`config.mk`:
```
export PLATFORM = sky130hd
export DESIGN_NAME = combo_ctrl
export DESIGN_NICKNAME = d
export VERILOG_FILES = /design/src/rtl/combo_ctrl_pkg.sv /design/src/rtl/combo_cmd_fifo.sv /design/src/rtl/combo_ctrl.sv
export SDC_FILE = /design/constraint.sdc
export NUM_CORES = 1
export LEC_CHECK = 0
export BUFFER_PORTS_ARGS = -buffer_cell sky130_fd_sc_hd__buf_4
export CORE_MARGIN = 2
export CORE_UTILIZATION = 50
export CTS_BUF_LIST = sky130_fd_sc_hd__clkbuf_16
export DETAILED_ROUTE_END_ITERATION = 8
export GPL_ROUTABILITY_DRIVEN = 0
export PLACE_DENSITY = 0.76
export SLEW_MARGIN = 20
export SYNTH_ARGS = -nofsm -noshare
export SYNTH_HDL_FRONTEND = slang
export SYNTH_HIERARCHICAL = 1
export SYNTH_SLANG_ARGS = --single-unit
```
`constraint.sdc`:
```
create_clock -name clk -period 2.45 [get_ports clk]
set_input_delay 0.49 -clock clk [delete_from_list [all_inputs] [get_ports clk]]
set_output_delay 0.49 -clock clk [all_outputs]
set_load 0.01 [all_outputs]
```
`src/rtl/combo_ctrl_pkg.sv`:
```
// rtl/combo_ctrl_pkg.sv - op codes, FSM states and shared helpers for combo_ctrl
package combo_ctrl_pkg;

    localparam logic [1:0] OP_MUX = 2'b00;
    localparam logic [1:0] OP_ENC = 2'b01;
    localparam logic [1:0] OP_DEC = 2'b10;
    localparam logic [1:0] OP_RSV = 2'b11;

    typedef enum logic [1:0] {
        ST_IDLE  = 2'd0,
        ST_DRIVE = 2'd1,
        ST_RESP  = 2'd2
    } state_e;

    typedef struct packed {
        logic [1:0] op;
        logic [3:0] data;
    } cmd_t;

    function automatic logic is_onehot4(input logic [3:0] v);
        return (v != 4'd0) && ((v & (v - 4'd1)) == 4'd0);
    endfunction

endpackage

```
`src/rtl/combo_cmd_fifo.sv`:
```
// rtl/combo_cmd_fifo.sv - synchronous command FIFO holding {op,data} entries
module combo_cmd_fifo #(
    parameter int FIFO_DEPTH = 4
) (
    input  logic       clk,
    input  logic       rst_n,
    input  logic       push,
    input  logic [5:0] din,
    input  logic       pop,
    output logic [5:0] dout,
    output logic       full,
    output logic       empty
);
    localparam int AW = $clog2(FIFO_DEPTH);

    logic [5:0]  mem_q [FIFO_DEPTH];
    logic [AW-1:0] wr_ptr_q, wr_ptr_d;
    logic [AW-1:0] rd_ptr_q, rd_ptr_d;
    logic [AW:0]   count_q, count_d;
    logic          do_push, do_pop;

    assign full    = (count_q == (AW+1)'(FIFO_DEPTH));
    assign empty   = (count_q == '0);
    assign do_push = push && !full;
    assign do_pop  = pop && !empty;
    assign dout    = mem_q[rd_ptr_q];

    // Pointers wrap naturally because the depth is a power of two.
    always_comb begin
        wr_ptr_d = wr_ptr_q;
        rd_ptr_d = rd_ptr_q;
        count_d  = count_q;
        if (do_push) wr_ptr_d = wr_ptr_q + AW'(1);
        if (do_pop)  rd_ptr_d = rd_ptr_q + AW'(1);
        case ({do_push, do_pop})
            2'b10:   count_d = count_q + (AW+1)'(1);
            2'b01:   count_d = count_q - (AW+1)'(1);
            default: count_d = count_q;
        endcase
    end

    always_ff @(posedge clk or negedge rst_n) begin
        if (!rst_n) begin
            wr_ptr_q <= '0;
            rd_ptr_q <= '0;
            count_q  <= '0;
        end else begin
            wr_ptr_q <= wr_ptr_d;
            rd_ptr_q <= rd_ptr_d;
            count_q  <= count_d;
        end
    end

    always_ff @(posedge clk) begin
        if (do_push) mem_q[wr_ptr_q] <= din;
    end

endmodule

```
`src/rtl/combo_ctrl.sv`:
```
// rtl/combo_ctrl.sv - command sequencer driving the combo unit and returning sampled results
module combo_ctrl
    import combo_ctrl_pkg::*;
#(
    parameter int FIFO_DEPTH    = 4,
    parameter int SETTLE_CYCLES = 1
) (
    input  logic       clk,
    input  logic       rst_n,
    input  logic       cmd_valid,
    output logic       cmd_ready,
    input  logic [1:0] cmd_op,
    input  logic [3:0] cmd_data,
    output logic       rsp_valid,
    input  logic       rsp_ready,
    output logic [1:0] rsp_op,
    output logic [3:0] rsp_data,
    output logic       rsp_err,
    output logic [1:0] choice,
    output logic       sel,
    output logic       I0,
    output logic       I1,
    output logic [3:0] enc_in,
    output logic [1:0] dec_in,
    input  logic       mux_out,
    input  logic [1:0] enc_out,
    input  logic [3:0] dec_out
);
    localparam int CW = (SETTLE_CYCLES > 1) ? $clog2(SETTLE_CYCLES) : 1;

    logic       fifo_full, fifo_empty, fifo_pop;
    logic [5:0] fifo_dout;
    cmd_t       head;

    state_e        state_q, state_d;
    logic [CW-1:0] cnt_q, cnt_d;
    logic          rsp_valid_q, rsp_valid_d;
    logic [1:0]    rsp_op_q, rsp_op_d;
    logic [3:0]    rsp_data_q, rsp_data_d;
    logic          rsp_err_q, rsp_err_d;
    logic [1:0]    choice_q, choice_d;
    logic          sel_q, sel_d, i0_q, i0_d, i1_q, i1_d;
    logic [3:0]    enc_in_q, enc_in_d;
    logic [1:0]    dec_in_q, dec_in_d;

    combo_cmd_fifo #(.FIFO_DEPTH(FIFO_DEPTH)) u_fifo (
        .clk   (clk),
        .rst_n (rst_n),
        .push  (cmd_valid),
        .din   ({cmd_op, cmd_data}),
        .pop   (fifo_pop),
        .dout  (fifo_dout),
        .full  (fifo_full),
        .empty (fifo_empty)
    );

    assign head      = cmd_t'(fifo_dout);
    assign cmd_ready = !fifo_full;

    always_comb begin
        state_d     = state_q;
        cnt_d       = cnt_q;
        rsp_valid_d = rsp_valid_q;
        rsp_op_d    = rsp_op_q;
        rsp_data_d  = rsp_data_q;
        rsp_err_d   = rsp_err_q;
        choice_d    = choice_q;
        sel_d       = sel_q;
        i0_d        = i0_q;
        i1_d        = i1_q;
        enc_in_d    = enc_in_q;
        dec_in_d    = dec_in_q;
        fifo_pop    = 1'b0;
        case (state_q)
            ST_IDLE: begin
                if (!fifo_empty) begin
                    fifo_pop = 1'b1;
                    rsp_op_d = head.op;
                    if (head.op == OP_RSV) begin
                        // Reserved op never touches the combo drive registers.
                        rsp_err_d   = 1'b1;
                        rsp_data_d  = 4'd0;
                        rsp_valid_d = 1'b1;
                        state_d     = ST_RESP;
                    end else begin
                        choice_d = head.op;
                        case (head.op)
                            OP_MUX:  {sel_d, i0_d, i1_d} = head.data[2:0];
                            OP_ENC:  enc_in_d = head.data;
                            default: dec_in_d = head.data[1:0];
                        endcase
                        cnt_d   = CW'(SETTLE_CYCLES - 1);
                        state_d = ST_DRIVE;
                    end
                end
            end
            ST_DRIVE: begin
                if (cnt_q != '0) begin
                    cnt_d = cnt_q - CW'(1);
                end else begin
                    case (choice_q)
                        OP_MUX: begin
                            rsp_data_d = {3'b000, mux_out};
                            rsp_err_d  = 1'b0;
                        end
                        OP_ENC: begin
                            rsp_data_d = {2'b00, enc_out};
                            rsp_err_d  = !is_onehot4(enc_in_q);
                        end
                        OP_DEC: begin
                            rsp_data_d = dec_out;
                            rsp_err_d  = 1'b0;
                        end
                        default: begin
                            rsp_data_d = 4'd0;
                            rsp_err_d  = 1'b1;
                        end
                    endcase
                    rsp_valid_d = 1'b1;
                    state_d     = ST_RESP;
                end
            end
            ST_RESP: begin
                if (rsp_ready) begin
                    rsp_valid_d = 1'b0;
                    state_d     = ST_IDLE;
                end
            end
            default: state_d = ST_IDLE;
        endcase
    end

    always_ff @(posedge clk or negedge rst_n) begin
        if (!rst_n) begin
            state_q     <= ST_IDLE;
            cnt_q       <= '0;
            rsp_valid_q <= 1'b0;
            rsp_op_q    <= 2'd0;
            rsp_data_q  <= 4'd0;
            rsp_err_q   <= 1'b0;
            choice_q    <= 2'd0;
            sel_q       <= 1'b0;
            i0_q        <= 1'b0;
            i1_q        <= 1'b0;
            enc_in_q    <= 4'd0;
            dec_in_q    <= 2'd0;
        end else begin
            state_q     <= state_d;
            cnt_q       <= cnt_d;
            rsp_valid_q <= rsp_valid_d;
            rsp_op_q    <= rsp_op_d;
            rsp_data_q  <= rsp_data_d;
            rsp_err_q   <= rsp_err_d;
            choice_q    <= choice_d;
            sel_q       <= sel_d;
            i0_q        <= i0_d;
            i1_q        <= i1_d;
            enc_in_q    <= enc_in_d;
            dec_in_q    <= dec_in_d;
        end
    end

    assign rsp_valid = rsp_valid_q;
    assign rsp_op    = rsp_op_q;
    assign rsp_data  = rsp_data_q;
    assign rsp_err   = rsp_err_q;
    assign choice    = choice_q;
    assign sel       = sel_q;
    assign I0        = i0_q;
    assign I1        = i1_q;
    assign enc_in    = enc_in_q;
    assign dec_in    = dec_in_q;

endmodule
```
# --- After elaboration in Yosys (flattened, before gate mapping) ---
# Memory sizes are Yosys's and may differ from the RTL's.
# Cells that the tools add are included.
word_totals:
  mem_count: 1
  mem_bits_rw: 24
  reg_bits: 29
  word_cells: 93
mem_list:
  columns: ["name", "depth", "word_bits", "rd", "rd_ports_with_merged_regs", "write_ports", "line_no", "text"]
  rows:
  - ["u_fifo.mem_q", 4, 6, 1, 0, 1, "combo_cmd_fifo.sv:16", "logic [5:0] mem_q [FIFO_DEPTH];"]
classes:
  eq_ne: 14
  bitwise: 4
  n_addsub: 6
  reduce_logical: 26
  mux: 27
op_table:
  columns: ["cell", "count"]
  rows:
  - ["4-bit AND reduction", 4]
  - ["1-bit 2-to-1 mux", 12]
  - ["4-bit 2-to-1 mux", 3]
  - ["4-bit case mux with 3 select lines", 1]
  - ["2-bit != test (second input constant)", 5]
  - ["3-bit AND reduction", 3]
  - ["2-bit by 1-bit == test with 1-bit output (second input constant)", 4]
  - ["2-bit == test (second input constant)", 4]
  - ["2-bit 2-to-1 mux", 4]
  - ["4-bit case mux with 2 select lines", 1]
  - ["2-bit zero test", 3]
  - ["1-bit case mux with 2 select lines", 3]
  - ["2-bit case mux with 3 select lines", 1]
  - ["3-bit case mux with 2 select lines", 1]
  - ["5-bit AND reduction", 1]
  - ["2-bit by 1-bit adder with 2-bit output (second input constant)", 2]
  - ["4-bit AND", 1]
  - ["4-bit zero test", 1]
  - ["2-bit nonzero test", 2]
  - ["4-bit nonzero test", 1]
  - ["2-bit OR reduction", 2]
  - ["4-bit by 1-bit subtractor with 4-bit output (second input constant)", 1]
  - ["3-bit by 1-bit adder with 3-bit output (second input constant)", 1]
  - ["3-bit == test (second input constant)", 1]
  - ["other kinds (9)", 15]

# --- Longest topological paths before layout ---
logic_depth:
  word_depth: 8
  depth_mapped: 10
  mapped_depth_nobuf: 10

# --- By module ---
# Netlist, hierarchy kept.
modules_own_cells:
  columns: ["module", "instances", "area_per_inst_um2", "cells_each"]
  rows:
  - ["combo_cmd_fifo", 1, 1306.3, 69]
  - ["combo_ctrl", 1, 924.6, 76]

# --- Least setup slack after synthesis ---
# No wires, ideal clock.
synth_timing:
  kind: "register to register"
  from: "register u_fifo.count_q[0]"
  to: "register u_fifo.count_q[2]"
  setup_time_ns: 0.079
  t_arrival_ns: 2.133
  t_required_ns: 2.371
  stages_incl_launch_ff: 11
  slack_ns: 0.238
  synth_period_minus_slack_ns: 2.212
  cell_sequence: "dfrtp_1 nor3_1 or3_4 inv_1 o31a_2 ha_1 inv_1 fa_1 xor2_1 nor2_1 xor2_1"
synth_between:
  elab_chain_len: 6
synth_lines:
  columns: ["element", "line_no", "text"]
  rows:
  - ["start: declaration", "combo_cmd_fifo.sv:19", "logic [AW:0] count_q, count_d;"]
  - ["start signal: assignment", "combo_cmd_fifo.sv:50", "count_q <= count_d;"]
  - ["3-bit zero test (*)", "combo_cmd_fifo.sv:23", "assign empty = (count_q == '0);"]
  - ["net fifo_empty", "combo_ctrl.sv:31", "logic fifo_full, fifo_empty, fifo_pop;"]
  - ["1-bit 2-to-1 mux (*)", "combo_ctrl.sv:76", "if (!fifo_empty) begin"]
  - ["1-bit 2-to-1 mux (*)", "combo_ctrl.sv:74", "case (state_q)"]
  - ["net fifo_pop", "combo_ctrl.sv:31", null]
  - ["1-bit logical AND (*)", "combo_cmd_fifo.sv:25", "assign do_pop = pop && !empty;"]
  - ["net u_fifo.do_pop", "combo_cmd_fifo.sv:20", "logic do_push, do_pop;"]
  - ["2-bit by 1-bit == test with 1-bit output or 2-bit == test (tied branches)", "combo_cmd_fifo.sv:35", "case ({do_push, do_pop})"]
  - ["3-bit case mux with 2 select lines or 2-bit nonzero test (tied branches)", null, null]
# Mark *: on every way through the listed nets, which the timed path passes. The rest lies on a longest branch.
# A chain may end at the register's enable or synchronous reset.

# --- Worst setup path in the final report ---
layout_timing:
  from: "register state_q[0]"
  to: "register u_fifo.count_q[2]"
layout_between:
  elab_chain_len: 5
layout_lines:
  columns: ["element", "line_no", "text"]
  rows:
  - ["start: declaration", "combo_ctrl.sv:35", "state_e state_q, state_d;"]
  - ["start signal: assignment", "combo_ctrl.sv:148", "state_q <= state_d;"]
  - ["2-bit zero test (*)", "combo_ctrl.sv:74", null]
  - ["1-bit 2-to-1 mux (*)", "combo_ctrl.sv:74", null]
  - ["net fifo_pop", "combo_ctrl.sv:31", null]
  - ["1-bit logical AND (*)", "combo_cmd_fifo.sv:25", null]
  - ["net u_fifo.do_pop", "combo_cmd_fifo.sv:20", null]
  - ["2-bit by 1-bit == test with 1-bit output or 2-bit == test (tied branches)", "combo_cmd_fifo.sv:35", null]
  - ["3-bit case mux with 2 select lines or 2-bit nonzero test (tied branches)", null, null]
# Marked as above.

==> key figures <==
Run status
  – Outcome: complete, no violations

Critical path
  – Reg-to-reg setup timing slack: 0.12 ns
  – Setup crit start kind: flip-flop
  – Critical Path Fanout Max: 6
  – Arrival @ worst endpoint: 2.54 ns
  – CP peak stage delay: 0.45 ns
  – Critical-path top delay cell: dfrtp_2
  – Setup crit end kind: flip-flop
  – CP Buf/Inv Count: 2
  – Kind of critical path: flip-flop to flip-flop
  – Top Family by Delay on Critical Path: adder cells
  – Crit path required time: 2.66 ns
  – Crit-path cells: or3_4 > inv_1 > o31a_2 > ha_2 > inv_1 > fa_1 > xor2_1 > nor2_1 > xor2_1

Floorplan
  – Die Area: 5012 sq um
  – Number of cell rows: 24
  – CORE AREA: 4324 sq um
  – I/O Pins: 37
  – Die Wd: 70.80 um
  – Initial Util: 51.59%
  – Chip Height: 70.80 um

Place
  – I/O Buffers: 36
  – Place WS: 0.02604 ns
  – Inst Count DP: 234
  – DP HPWL: 3024 um
  – Cell area after placement: 2580 sq um

Routing
  – Vias per inst: 5.455
  – DRC Markers: 0
  – Final wirelength: 4003 um
  – Avg WL per Cell: 16.41 um
  – Antenna Violating Nets Remaining: 0
  – Starting DRC count in detailed routing: 51
  – Vias after detailed routing: 1331
  – Drt pass-1 iters: 4

Global route
  – Number of global-route vias before repair: 1434
  – Initial antenna violation count: 0
  – GRT Total Usage: 17.66%
  – Overflow after GRT: 0
  – Wire length of the first global-routing pass: 6734 um
  – Largest net degree at the start of global routing: 29

Finish
  – Final non-filler cell total: 244
  – Fraction of layout cells with a size suffix above 1: 37.50%
  – Layout Nets: 214
  – Final Cell Area: 2774 sq um
  – Commonest non-fill, non-tap cell in the layout: buf_4
  – Footprint of the multi-input gates: 770.7 sq um
  – Commonest non-fill, non-tap cells in the layout: buf_4, dfrtp_1, edfxtp_1, nand2_1, inv_1
  – # diodes: 0
  – Register area: 1425 sq um
  – Synth-to-layout area growth: 24.34%
  – FILL cells: 326

Logic synthesis
  – Post-synthesis cell type count: 37
  – FF+latch count, synth: 52
  – Mapped cell area: 2231 sq um
  – Cells after synthesis: 145
  – YS warnings: 6
  – Register area share after synthesis: 63.71%
  – Cell taking the most area after synthesis: edfxtp_1
  – Ranking of synthesized cells by area: edfxtp_1, dfrtp_1, mux4_2, mux2_1, ha_1
  – Syn avg cell area: 15.39 sq um
  – Top cell type's share of synthesized area: 32.31%
  – Syn Nets: 168

STA
  – Final worst slack: 0.1157 ns
  – Relative slew slack: 75.92%
  – Setup_tns: 0 ns
  – Unrepaired setup endpoints after global routing: no
  – Final period util: 95.28%
  – Maximum clock rate: 0.4284 GHz
  – Skew final: 0.006185 ns
  – Worst slew pin tran: 0.3582 ns
  – Slew Limit Fails: 0
  – Final Hold Fails: 0
  – Minimum clock period: 2.334 ns
  – Final setup violation count: 0

Clocking
  – CTS tree: built
  – Hold-fix buffer count after cts: 0
  – CTS Buffer Depth: 2
  – Clock Latency Late Sink: 0.29 ns
  – Clock slew at reported path FFs: 0.07 ns
  – TritonCTS Buffers: 5
  – CTS root buf: clkbuf_16
  – Clock sink total: 52
  – H-tree lvl count: 2

Power and ir drop
  – Static Leak: 1.177 nW
  – Max rail drop VDD: 0.6548 mV
  – PD cells: 1396 nW/um^2

Run
  – Maxcap violations: 0

Worst hold path
  – Worst min path class: input port to asynchronous set/reset pin
## logic make-up after synthesis
family | count (synthesis) | synth area share (%)
DFF | 52 | 63.71
and+or+nand+nor | 36 | 10.77
muxes | 18 | 12.17
xor gates and xnor gates | 8 | 3.141
buffers and inverters | 12 | 2.075
adders and majority gates | 6 | 3.702
AOI/OAI and AO/OA | 13 | 4.431
## layer usage
metal	up-vias	track usage, %	share of wire (%)
li1	614	-	-
met4	0	7.338	2.1
met2	41	30.84	50
met3	10	6.125	6.3
met1	666	19.71	41
met5	-	0	0
## Yosys cell counts
cell type	number
mux2i_1	2
and2_1	1
a31oi_1	1
nand3b_1	1
inv_1	10
fa_1	1
nor4_2	2
nor2_1	8
nor3b_4	1
and2_2	3
edfxtp_1	24
mux2_4	1
a21oi_1	1
and2b_1	1
o31ai_1	1
and4bb_1	1
a22o_1	5
o21ai_0	2
or3_4	1
nor3b_1	1
nand2_1	11
xor2_1	5
or3b_2	1
xnor2_1	3
nand2b_1	1
nor3_1	1
dfrtp_1	28
nor3_4	1
o22ai_1	1
o31a_2	1
o32a_1	1
mux2_1	9
buf_2	1
mux4_2	6
buf_1	1
ha_1	5
nor2b_4	1
## layout make-up
type                       count  share of cell area [%]
multi-input combinational     81                   27.79
inverter                      10                   1.353
clock inverter                 3                   1.534
clock buffer                   5                   4.511
sequential                    52                   51.38
timing repair buffer          41                   11.10
tap                           52                   2.346
## where the power goes
part | internal, mW | switching, mW | leakage (nW)
Sequential | 1.25 | 0.260 | 0.554
Clock | 0.479 | 0.291 | 0.0760
Combinational | 0.827 | 0.763 | 0.547
## flip-flops by register name (all words and copies together), names as in the netlist
register,cells
dec_in,2
I0,1
state_q,2
rsp_data,4
u_fifo/count_q,3
rsp_err,1
enc_in,4
u_fifo/wr_ptr_q,2
choice,2
rsp_op,2
u_fifo/mem_q,24
u_fifo/rd_ptr_q,2
sel,1
I1,1
rsp_valid,1
## final timing paths
kind,startpoint,to,depth (start not counted)
worst max-delay path,state_q[0]$_DFFE_PN0P_,u_fifo/count_q[2]$_DFFE_PN0P_,9
worst min-delay path,rst_n,enc_in[1]$_DFFE_PN0P_,1
worst max register to register,state_q[0]$_DFFE_PN0P_,u_fifo/count_q[2]$_DFFE_PN0P_,9
worst min register to register,rsp_op[0]$_DFFE_PN0P_,rsp_op[0]$_DFFE_PN0P_,2
max in group asynchronous,rst_n,u_fifo/count_q[1]$_DFFE_PN0P_,1
min in group clk,cmd_data[1],u_fifo/mem_q[2][1]$_DFFE_PP_,1
## worst register-to-register path: cells and delay by family (launching register included)
family          cells  cell delay (ns)
fa+ha+maj           2             0.59
xor+xnor            2             0.32
simple gates        2             0.56
compound gates      1             0.18
flops               1             0.45
buf+inv             2             0.17
## stage by stage
stage	hold WS [ns]	total power, mW	utilization, %
after floorplan	0.1944	2.484	-
final	0.1158	3.871	64.15
after CTS	0.1249	3.860	63.54
after global placement	0.4227	2.957	59.66
after global routing	0.1305	4.138	64.15
after detailed placement	0.4348	3.081	59.66
## what timing repair did
| action | 4_1_cts | 5_1_grt |
|---|---|---|
| buffers inserted | 0 | 2 |
| setup endpoints to repair | 0 | 2 |
| gates resized for setup | 0 | 5 |
Power figures use the tool's default switching activity.
